$ cat config.mk
export PLATFORM = sky130hd
export DESIGN_NAME = online_select_residue
export DESIGN_NICKNAME = d
export VERILOG_FILES = /design/src/rtl/online_select_residue.sv
export SDC_FILE = /design/constraint.sdc
export NUM_CORES = 1
export LEC_CHECK = 0
export ABC_AREA = 1
export BUFFER_PORTS_ARGS = -buffer_cell sky130_fd_sc_hd__buf_4
export CORE_MARGIN = 2
export CORE_UTILIZATION = 33
export DETAILED_ROUTE_END_ITERATION = 10
export SYNTH_ARGS = -nofsm -noshare
export SYNTH_HDL_FRONTEND = slang
export SYNTH_SLANG_ARGS = --single-unit
$ cat constraint.sdc
create_clock -name clk -period 2.5 [get_ports clk]
set_input_delay 0.5 -clock clk [delete_from_list [all_inputs] [get_ports clk]]
set_output_delay 0.5 -clock clk [all_outputs]
set_load 0.1 [all_outputs]
$ cat src/rtl/online_select_residue.sv
// Selection and residue stage of the radix-2 online multiplier: picks one digit in {-1,0,+1}
// per accepted step from the adder's redundant sum and registers the doubled residue.
module online_select_residue #(
   parameter int BITS  = 8,
   parameter int NDIG  = 8,
   parameter int DELTA = 3,
   parameter int CW    = 5
) (
   input  logic            clk,
   input  logic            rst_n,
   input  logic            start,
   input  logic            in_valid,
   input  logic [BITS-1:0] sum_plus,
   input  logic [BITS-1:0] sum_minus,
   input  logic            cout_err,
   output logic [BITS-1:0] residue_plus,
   output logic [BITS-1:0] residue_minus,
   output logic            z_plus,
   output logic            z_minus,
   output logic            z_valid,
   output logic [CW-1:0]   digit_idx,
   output logic            busy,
   output logic            done,
   output logic            ovf
);

   typedef enum logic [1:0] {S_IDLE, S_INIT, S_RUN, S_DONE} state_t;

   localparam int HALF = 2 ** (BITS - 2);

   state_t                 r_state;
   state_t                 w_state_nxt;
   logic [CW-1:0]          r_cnt;
   logic [CW-1:0]          r_digit_idx;
   logic [BITS-1:0]        r_res_p;
   logic [BITS-1:0]        r_res_m;
   logic                   r_zp;
   logic                   r_zm;
   logic                   r_zv;
   logic                   r_done;
   logic                   r_ovf;

   logic                   w_busy;
   logic                   w_accept;
   logic                   w_start_acc;
   logic                   w_is_run;
   logic signed [BITS:0]   w_sum;
   logic signed [4:0]      w_est;
   logic                   w_sel_p;
   logic                   w_sel_m;
   logic signed [BITS+1:0] w_zterm;
   logic signed [BITS+1:0] w_diff;
   logic signed [BITS+2:0] w_rnext;
   logic                   w_rng_ovf;
   logic [BITS-1:0]        w_rt;

   // State register
   always_ff @(posedge clk or negedge rst_n) begin
      if (!rst_n) r_state <= S_IDLE;
      else        r_state <= w_state_nxt;
   end

   // Next-state logic
   always_comb begin
      w_state_nxt = r_state;
      case (r_state)
         S_IDLE: if (start) w_state_nxt = S_INIT;
         S_INIT: if (in_valid && r_cnt == CW'(DELTA - 1)) w_state_nxt = S_RUN;
         S_RUN:  if (in_valid && r_cnt == CW'(NDIG - 1)) w_state_nxt = S_DONE;
         S_DONE: w_state_nxt = S_IDLE;
         default: w_state_nxt = S_IDLE;
      endcase
   end

   // State-decoded controls
   always_comb begin
      w_busy      = 1'b0;
      w_is_run    = 1'b0;
      w_start_acc = 1'b0;
      case (r_state)
         S_IDLE: w_start_acc = start;
         S_INIT: w_busy = 1'b1;
         S_RUN: begin
            w_busy   = 1'b1;
            w_is_run = 1'b1;
         end
         default: ;
      endcase
      w_accept = w_busy & in_valid;
   end

   // Top four digit positions weigh 8/4/2/1, so E is the difference of the two nibbles
   assign w_sum   = $signed({1'b0, sum_plus}) - $signed({1'b0, sum_minus});
   assign w_est   = $signed({1'b0, sum_plus[BITS-1:BITS-4]}) - $signed({1'b0, sum_minus[BITS-1:BITS-4]});
   assign w_sel_p = w_is_run && (w_est >= 5'sd2);
   assign w_sel_m = w_is_run && (w_est <= -5'sd3);

   always_comb begin
      w_zterm = '0;
      if (w_sel_p)      w_zterm = (BITS+2)'(HALF);
      else if (w_sel_m) w_zterm = -(BITS+2)'(HALF);
   end

   assign w_diff    = {w_sum[BITS], w_sum} - w_zterm;
   assign w_rnext   = {w_diff, 1'b0};
   // In range iff every bit from BITS-1 upward is a copy of the sign
   assign w_rng_ovf = !((&w_rnext[BITS+2:BITS-1]) || (~|w_rnext[BITS+2:BITS-1]));
   assign w_rt      = w_rnext[BITS-1:0];

   always_ff @(posedge clk or negedge rst_n) begin
      if (!rst_n) begin
         r_cnt       <= '0;
         r_digit_idx <= '0;
         r_res_p     <= '0;
         r_res_m     <= '0;
         r_zp        <= 1'b0;
         r_zm        <= 1'b0;
         r_zv        <= 1'b0;
         r_done      <= 1'b0;
         r_ovf       <= 1'b0;
      end else begin
         r_zp   <= 1'b0;
         r_zm   <= 1'b0;
         r_zv   <= 1'b0;
         r_done <= (r_state == S_DONE);
         if (w_start_acc) begin
            r_cnt       <= '0;
            r_digit_idx <= '0;
            r_res_p     <= '0;
            r_res_m     <= '0;
            r_ovf       <= 1'b0;
         end else if (w_accept) begin
            r_res_p <= {1'b0, w_rt[BITS-2:0]};
            r_res_m <= {w_rt[BITS-1], {(BITS-1){1'b0}}};
            if (w_rng_ovf || cout_err) r_ovf <= 1'b1;
            if (w_is_run) begin
               r_zv        <= 1'b1;
               r_zp        <= w_sel_p;
               r_zm        <= w_sel_m;
               r_digit_idx <= r_cnt;
               r_cnt       <= (r_cnt == CW'(NDIG - 1)) ? '0 : r_cnt + 1'b1;
            end else begin
               r_cnt       <= (r_cnt == CW'(DELTA - 1)) ? '0 : r_cnt + 1'b1;
            end
         end
      end
   end

   assign residue_plus  = r_res_p;
   assign residue_minus = r_res_m;
   assign z_plus        = r_zp;
   assign z_minus       = r_zm;
   assign z_valid       = r_zv;
   assign digit_idx     = r_digit_idx;
   assign busy          = w_busy;
   assign done          = r_done;
   assign ovf           = r_ovf;

endmodule

==> metrics.yaml, run 1 <==
gp_congestion: 0.829
rsz0062_at_grt: "true"
overflow: 0
hp-class: "in -> async"
h-tree-depth: 1
path_cells: "buf_8 > inv_4 > ha_4 > inv_4 > fa_2 > inv_1 > a21oi_1 > nand2_1 > nand2_2 > nand2_2 > ha_4 > fa_2 > nand2_1 > inv_1 > nand3_1 > nand3_1 > nand3_1 > nand2_1 > nand2_1"
max_freq_mhz: 380
grt_pass1_wl_mm: 6.67
synthTopCellsByCount: "nand2_1, inv_1, dfrtp_1, nand3_1, ha_1"
pwr_density_cell_nw_per_um2: 1060
routedWlPerCell_um: 9.77
dr_total_vias: 1703
ys_types: 24
cts_root_buf: "clkbuf_8"
fin_crit_ps: 2630
grt_pass1_vias: 1638
synth_async_sr_flop_share: 1.00
drive_above_1_share: 0.294
cp.required_ps: 2670
switchingPower_uw: 1530
num_rows: 27
power.leakage_uw: 0.00140
die-area_um2: 6140
swShare: 0.578
viasPerCell: 4.39
place_inst: 383
comb_power_share: 0.691
ys_ff_latch: 24
internal_power_uw: 1120
drt_pass1_iterations: 4
dp_hpwl_mm: 3.11
core_um2: 5440
synth_edf_count: 0
clkLatencyLatePin_ps: 270
drtIter0Drc: 18
min_period_over_period: 1.05
cts_buffers: 3
violations: "negative setup slack"
synth_most_common_cell: "nand2_1"
area_growth_pct: 36.5
final-setup-viol-count: 1
grt_antenna_before_repair: 0
worst-path-buf-inv: 5
synth_top_area_cell: "dfrtp_1"
power_frac_clock: 0.085
cp_top_family: "adder cells"
cts.sinks: 24
routed_wl_mm: 3.79
nNetsFinal: 361
initial_core_util: 0.336
max_stage_delay_ps: 560
crit_path_frequent_cell: "nand2_1"
drv_cap: 0
final_util: 0.458
fin_skew_ps: 3.51
syn_inst: 246
die_h_um: 78.4
layout.cells.non_filler: 388
yosys-top-cells-area: "dfrtp_1, ha_1, nand2_1"
crit_fanout: 2
ys_warn_count: 0
grt_start_max_net_pins: 25
remaining_drc_errors: 0
synth_top_area_frac: 0.329
pwr-share-seq: 0.224
portBuffers: 38
drv_slew: 0
critPathLaunchType: "input port"
cp.arrival_ps: 2800
vdd_drop_max_mv: 0.721
path_clk_slew_ps: 80
worst_path_max_delay_cell: "fa_2"
drt.antenna.violating_nets: 0
finalHoldViolCount: 0
cts_buffer_depth: 2
grtUsageTotal: 0.130
status: "finished, violations left"
fin_ws_ps: -131
syn-cell-area_um2: 1830
holdWs_ps: 114
worstSetupPathType: "in -> reg"
ctsHoldBuffers: 0
synth_top_flop_cell: "dfrtp_1"
diodes: 0
die_w_um: 78.4
ys_seq_area_frac: 0.329
syn_area_per_cell_um2: 7.42
io_pins: 48
tritoncts: "done"
end_kind: "flip-flop"
## kinds of logic (layout without fill, tap and decap cells)
group | after synthesis | in the layout | synth area share
and+or+nand+nor | 110 | 110 | 0.265
buffers and inverters | 58 | 120 | 0.138
AOI/OAI and AO/OA | 28 | 28 | 0.0884
xor gates and xnor gates | 3 | 3 | 0.0144
other | 1 | 9 | 0.00205
DFF | 24 | 24 | 0.329
adders and majority gates | 22 | 22 | 0.163
## layout make-up
cell class / count / area (um2)
clock buffer: 3 / 41.3
fill: 548 / 2950
inverter: 49 / 189
multi-input combinational: 172 / 1050
sequential: 24 / 601
tap: 72 / 90.1
timing repair buffer: 68 / 518
## placed cells by master (no fill, tap or decap), types with 5 or more instances in the layout
| cell | Yosys | routed |
|---|---|---|
| nand3_1 | 21 | 20 |
| inv_1 | 48 | 46 |
| nor2_1 | 11 | 11 |
| nand2_2 | 3 | 5 |
| o21ai_0 | 7 | 7 |
| conb_1 | 1 | 9 |
| a21oi_1 | 8 | 6 |
| nand4_1 | 7 | 7 |
| buf_4 | 9 | 67 |
| dfrtp_1 | 24 | 24 |
| o22ai_1 | 7 | 7 |
| ha_1 | 19 | 17 |
| nand2_1 | 61 | 59 |
## stage by stage
step / total power (uW) / cell area [um2] / TNS [ps] / worst slack (ps)
4_1_cts: 2640 / 2460 / -137 / -137
3_3_place_gp: 2370 / 2380 / -368 / -368
6_report: 2650 / 2490 / -131 / -131
5_1_grt: 2830 / 2490 / -264 / -264
3_5_place_dp: 2390 / 2380 / -433 / -433
2_1_floorplan: 1980 / 1860 / -211 / -211
## power by group through the flow
stage | Combinational (uW) | Sequential (uW) | Clock [uW]
final | 1830 | 594 | 225
after global routing | 1970 | 611 | 249
after CTS | 1810 | 596 | 232
after detailed placement | 1790 | 603 | 0
after global placement | 1770 | 605 | 0
after floorplan | 812 | 1170 | 0
## final timing paths
kind                                 start               to  slack (ps)  cells after the start
setup / recovery               sum_plus[4]              ovf        -130                     19
setup reg to reg                r_state[0]              ovf         160                     15
hold reg to reg            residue_plus[1]  residue_plus[1]         490                      2
max in group asynchronous            rst_n  residue_plus[5]        2160                      1
hold / removal                       rst_n         r_cnt[4]         110                      1
min in group clk           residue_plus[1]  residue_plus[1]         490                      2
## state kept, by name, summed over array words and instances, names as in the netlist
name,flops
residue_plus,6
digit_idx,5
r_cnt,5
r_state,2
done,1
ovf,1
residue_minus,1
z_minus,1
z_plus,1
z_valid,1
## what timing repair did
action,4_1_cts,5_1_grt
pin swaps,9,6
setup endpoints to repair,1,1
resized for setup,8,9
cloned,0,0
buffers inserted,2,0
## layer usage
layer / wire length [um] / global-route usage / vias to the layer above
met5: 0 / 0 / -
met4: 48 / 0.0456 / 0
met3: 170 / 0.0195 / 5
met2: 1860 / 0.234 / 35
met1: 1720 / 0.157 / 755
li1: - / - / 908
No activity file was read; power rests on OpenSTA's default activity.
==> run 2, diff against run 1 <==
--- a/config.mk
+++ b/config.mk
@@ -7,9 +7,9 @@
 export LEC_CHECK = 0
 export ABC_AREA = 1
 export BUFFER_PORTS_ARGS = -buffer_cell sky130_fd_sc_hd__buf_4
-export CORE_MARGIN = 2
 export CORE_UTILIZATION = 33
 export DETAILED_ROUTE_END_ITERATION = 10
+export RECOVER_POWER = 25
 export SYNTH_ARGS = -nofsm -noshare
 export SYNTH_HDL_FRONTEND = slang
 export SYNTH_SLANG_ARGS = --single-unit
==> metrics.yaml, run 2 (synthesis gave the netlist of run 1 again) <==
dp_hpwl_mm: 3.07  # -1.2%
cp.required_ps: 2670  # about the same
final-setup-viol-count: 1  # unchanged
cts_buffers: 3  # unchanged
comb_power_share: 0.663  # -0.028
gp_congestion: 0.824  # -0.65%
min_period_over_period: 1.05  # -0.00171
worstMarginPinSlew_ps: 1240
diodes: 0  # unchanged
die-area_um2: 5830  # -5.0%
tritoncts: "done"
switchingPower_uw: 1560  # +2.1%
clkLatencyLatePin_ps: 270  # about the same
h-tree-depth: 1  # unchanged
maxSlewHeadroom: 0.176
cts_root_buf: "clkbuf_8"
die_w_um: 76.4  # -2.6%
dr_total_vias: 1756  # +3.1%
routedWlPerCell_um: 10.6  # +8.0%
fin_skew_ps: 6.30  # +2.79 ps
drtIter0Drc: 74  # +56
overflow: 0  # unchanged
drv_cap: 0  # unchanged
vdd_drop_max_mv: 0.870  # +21%
fin_crit_ps: 2630  # -4.28 ps
num_rows: 26  # -3.7%
io_pins: 48  # unchanged
internal_power_uw: 1240  # +11%
remaining_drc_errors: 0  # unchanged
end_kind: "flip-flop"
final_area_um2: 2580  # +3.4%
initial_core_util: 0.351  # +0.0151
rsz0062_at_grt: "true"
grt_start_max_net_pins: 25  # unchanged
drt.antenna.violating_nets: 0  # unchanged
portBuffers: 38  # unchanged
drive_above_1_share: 0.324  # +0.0297
ctsHoldBuffers: 0  # unchanged
power.leakage_uw: 0.00143  # +2.6%
place_inst: 380  # -0.78%
layout_common_cells: "buf_4, nand2_1, inv_1, dfrtp_1, nand3_1"
path_clk_slew_ps: 90  # about the same
placed_area_um2: 2370  # -0.42%
finalHoldViolCount: 0  # unchanged
hp-class: "in -> async"
pwr-share-seq: 0.214  # -0.010
swShare: 0.558  # -0.0202
critPathLaunchType: "input port"
drv_slew: 0  # unchanged
r2r_cells: 15  # unchanged
grt_pass1_vias: 1737  # +6.0%
final_common_cell: "buf_4"
core_um2: 5200  # -4.3%
cts_buffer_depth: 2  # unchanged
cp.arrival_ps: 2800  # about the same
worst_path_max_delay_cell: "fa_2"
drt_pass1_iterations: 5  # +1
holdWs_ps: 464  # +350 ps
pwr_density_cell_nw_per_um2: 1090  # +2.3%
worstSetupPathType: "in -> reg"
routed_wl_mm: 4.13  # +8.8%
cts.sinks: 24  # unchanged
layout.cells.non_filler: 391  # +0.77%
area_growth_pct: 41.2
grt_antenna_before_repair: 0  # unchanged
status: "finished, violations left"
die_h_um: 76.4  # -2.6%
largest_reg_flops: 6  # unchanged
nNetsFinal: 365  # +1.1%
fin_ws_ps: -126  # +4.28 ps
violations: "negative setup slack"
viasPerCell: 4.49  # +2.3%
path_cells: "buf_6 > inv_4 > ha_4 > inv_4 > buf_4 > buf_4 > buf_4 > buf_4 > nand2_4 > nand2_2 > nand2_2 > nand3_2 > nand2_2 > nand2_2 > ha_4 > fa_2 > nand2_1 > inv_1 > nand3_1 > nand3_1 > nand3_1 > nand2_1 > nand2_1"
power_frac_clock: 0.123  # +0.038
grtUsageTotal: 0.151  # +0.0206
max_freq_mhz: 381  # +0.16%
crit_fanout: 2  # unchanged
max_stage_delay_ps: 520  # -40 ps
grt_pass1_wl_mm: 7.20  # +7.9%
## run 2: cell count changes in the layout (fill, tap and decap cells not counted), sizes merged
| cell | delta |
|---|---|
| clkinv | -1 |
| inv | +1 |
| buf | +3 |
| clkbuf | +1 |
| bufinv | +1 |
## run 2: worst max-delay path: cells and delay by family
kind                       cells  cell delay (ps)
buffers and inverters          8              720
adders and majority gates      3              810
and+or+nand+nor               12              770
## run 2: metrics by stage
step	setup slack [ps]	util	power (uW)	setup TNS, ps
4_1_cts	-120	0.482	2770	-120
2_1_floorplan	-211	-	1980	-211
6_report	-126	0.495	2800	-126
3_3_place_gp	-369	0.455	2370	-369
3_5_place_dp	-457	0.455	2390	-457
5_1_grt	-278	0.495	2980	-278
## run 2: final timing paths
kind | startpoint | end | slack [ps]
min in group clk | ovf | ovf | 490
hold / removal | rst_n | digit_idx[0] | 460
setup reg to reg | r_state[0] | ovf | 180
hold reg to reg | ovf | ovf | 490
max in group asynchronous | rst_n | residue_minus[7] | 1300
setup / recovery | sum_plus[4] | ovf | -130
## run 2: what timing repair did
item,in CTS,in global routing
buffers inserted,6,1
setup endpoints to repair,1,1
pin swaps,9,12
gates resized for setup,10,15
## run 2: layout make-up
class / instances / area (um2)
clock inverters: 1 / 30.0
flip-flops and latches: 24 / 601
clock buffers: 3 / 41.3
inverters: 49 / 189
repair buffers: 72 / 541
well taps: 70 / 87.6
fillers: 523 / 2630
multi-input cells: 172 / 1090
## run 2: power groups by stage
stage	sequential, uW	clock (uW)	combinational [uW]
global route	614	366	2000
CTS	600	350	1820
global placement	605	0	1760
floorplan	1170	0	812
detailed placement	607	0	1790
finish	598	345	1860
## run 2: metal layers
| metal | vias to the layer above | track usage | routed length, um |
|---|---|---|---|
| met3 | 9 | 0.0204 | 134 |
| met5 | - | 0 | 0 |
| met4 | 0 | 0.0615 | 76 |
| met2 | 45 | 0.270 | 2090 |
| met1 | 788 | 0.180 | 1830 |
| li1 | 914 | - | - |
==> run 3, diff against run 2 <==
--- a/config.mk
+++ b/config.mk
@@ -7,7 +7,7 @@
 export LEC_CHECK = 0
 export ABC_AREA = 1
 export BUFFER_PORTS_ARGS = -buffer_cell sky130_fd_sc_hd__buf_4
-export CORE_UTILIZATION = 33
+export CORE_UTILIZATION = 25
 export DETAILED_ROUTE_END_ITERATION = 10
 export RECOVER_POWER = 25
 export SYNTH_ARGS = -nofsm -noshare
==> constraint.sdc (replaced) <==
create_clock -name clk -period 2.5 [get_ports clk]
set_input_delay 0.5 -clock clk [delete_from_list [all_inputs] [get_ports clk]]
set_output_delay 0.5 -clock clk [all_outputs]
set_load 0.01 [all_outputs]
==> metrics.yaml, run 3 (synthesis gave the netlist of run 1 again) <==
r2r_cells: 15  # unchanged
internal_power_uw: 1140  # -7.7%
comb_power_share: 0.563  # -0.100
core_um2: 6910  # +33%
fin_ws_ps: -61.2  # +65.1 ps
worst_path_max_delay_cell: "fa_2"
maxSlewHeadroom: 0.180  # +0.00376
max_stage_delay_ps: 540  # +20 ps
final_common_cell: "buf_4"
worstMarginPinSlew_ps: 1230  # -5.64 ps
crit_fanout: 2  # unchanged
initial_core_util: 0.264  # -0.0864
routedWlPerCell_um: 9.26  # -12%
h-tree-depth: 1  # unchanged
drt_pass1_iterations: 4  # -1
drtIter0Drc: 56  # -24%
die-area_um2: 7650  # +31%
status: "finished, violations left"
path_cells: "buf_6 > inv_4 > ha_4 > inv_4 > fa_2 > inv_2 > a21oi_2 > nand2_1 > nand2_2 > nand2_2 > ha_4 > fa_2 > nand2_1 > inv_1 > nand3_1 > nand3_1 > nand3_1 > nand2_1 > nand2_1"
gp_congestion: 0.778  # -5.5%
pwr_density_cell_nw_per_um2: 776  # -29%
nNetsFinal: 361  # -1.1%
pwr-share-seq: 0.303  # +0.089
viasPerCell: 4.15  # -7.7%
path_clk_slew_ps: 80  # about the same
drive_above_1_share: 0.300  # -0.0243
drv_slew: 0  # unchanged
die_h_um: 87.5  # +15%
path_depth: 19  # -17%
num_rows: 30  # +15%
cp_top_family: "adder cells"
crit_path_frequent_cell: "nand2_1"
routed_wl_mm: 3.82  # -7.3%
cts_buffers: 3  # unchanged
vdd_drop_max_mv: 0.222  # -74%
drt.antenna.violating_nets: 0  # unchanged
power_frac_clock: 0.134  # +0.011
grt_antenna_before_repair: 0  # unchanged
grtUsageTotal: 0.108  # -0.0429
cts_root_buf: "clkbuf_8"
final-setup-viol-count: 1  # unchanged
max_freq_mhz: 390  # +2.5%
fin_crit_ps: 2560  # -65.1 ps
end_kind: "flip-flop"
grt_pass1_vias: 1632  # -6.0%
diodes: 0  # unchanged
fin_setup_tns_ps: -61.2  # +65.1 ps
area_growth_pct: 38.7
remaining_drc_errors: 0  # unchanged
finalHoldViolCount: 0  # unchanged
grt_pass1_wl_mm: 6.66  # -7.5%
cp.arrival_ps: 2730  # -70 ps
violations: "negative setup slack"
clkLatencyLatePin_ps: 270  # about the same
swShare: 0.418  # -0.140
cts.sinks: 24  # unchanged
power.leakage_uw: 0.00140  # -2.5%
tritoncts: "done"
worst-path-buf-inv: 5  # -3
dp_hpwl_mm: 3.24  # +5.5%
portBuffers: 38  # unchanged
grt_start_max_net_pins: 25  # unchanged
die_w_um: 87.5  # +15%
min_period_over_period: 1.02  # -0.0260
critPathLaunchType: "input port"
switchingPower_uw: 821  # -47%
layout_common_cells: "buf_4, nand2_1, inv_1, dfrtp_1, nand3_1"
io_pins: 48  # unchanged
fin_skew_ps: 2.75  # -3.55 ps
dp_slack_ps: -430  # +26.2 ps
cts_buffer_depth: 2  # unchanged
worstSetupPathType: "in -> reg"
dr_total_vias: 1712  # -2.5%
r2r_slack_ps: 160  # -20 ps
hp-class: "in -> async"
overflow: 0  # unchanged
rsz0062_at_grt: "true"
largest_reg_flops: 6  # unchanged
power_uw: 1960  # -30%
cp.required_ps: 2670  # about the same
drv_cap: 0  # unchanged
==> run 3: cell types whose count changed in the layout (fill, tap and decap cells not counted), moves of 2 or more <==
| cell | change |
|---|---|
| nand2_2 | -2 |
| inv_2 | -2 |
| buf_4 | -4 |
| nand2_1 | +3 |
==> run 3: worst paths after layout <==
kind,start,end
setup / recovery,sum_plus[4],ovf
hold / removal,rst_n,digit_idx[0]
setup reg to reg,r_state[0],ovf
hold reg to reg,ovf,ovf
max in group asynchronous,rst_n,r_state[0]
min in group clk,ovf,ovf
==> run 3: power by group through the flow <==
stage,combinational [uW],clock [uW],sequential (uW)
2_1_floorplan,643,0,627
3_3_place_gp,1050,0,603
3_5_place_dp,1070,0,604
4_1_cts,1090,273,597
5_1_grt,1260,283,611
6_report,1110,264,595
==> run 3: layout make-up <==
| cell class | instances | area [um2] |
|---|---|---|
| Tap cell | 96 | 120 |
| Fill cell | 766 | 4370 |
| Sequential cell | 24 | 601 |
| Clock buffer | 4 | 55.1 |
| Inverter | 49 | 189 |
| Timing Repair Buffer | 68 | 510 |
| Multi-Input combinational cell | 172 | 1060 |
==> run 3: worst reg2reg max path, cell delays in order (launching register included) <==
cell     delay [ps]
dfrtp_1         400
inv_1           100
ha_1            220
inv_1           190
nor2_1           80
nand2_1         100
nand2_2          70
ha_4            160
fa_2            540
nand2_1          50
inv_1            50
nand3_1          60
nand3_1          60
nand3_1          60
nand2_1          50
nand2_1          50
==> run 3: through the flow <==
step | cell area, um2 | util | hold WS (ps) | std cells
finish | 2530 | 0.367 | 464 | 413
global route | 2530 | 0.367 | 519 | 413
CTS | 2500 | 0.363 | 114 | 413
detailed placement | 2410 | 0.348 | 414 | 407
global placement | 2410 | 0.348 | 412 | 407
floorplan | 1860 | - | 204 | 254
==> run 3: repair_timing <==
item | CTS | global route
hold buffers | 0 | 0
resized for setup | 10 | 8
gates cloned | 0 | 0
pin swaps | 9 | 7
endpoints found under the hold margin | 0 | 0
setup endpoints to repair | 1 | 1
setup buffers | 2 | 0
==> run 3: layer usage <==
layer,share of wire,track usage
met5,0,0
met4,0.014,0.0432
met3,0.041,0.0123
met2,0.49,0.190
met1,0.46,0.133
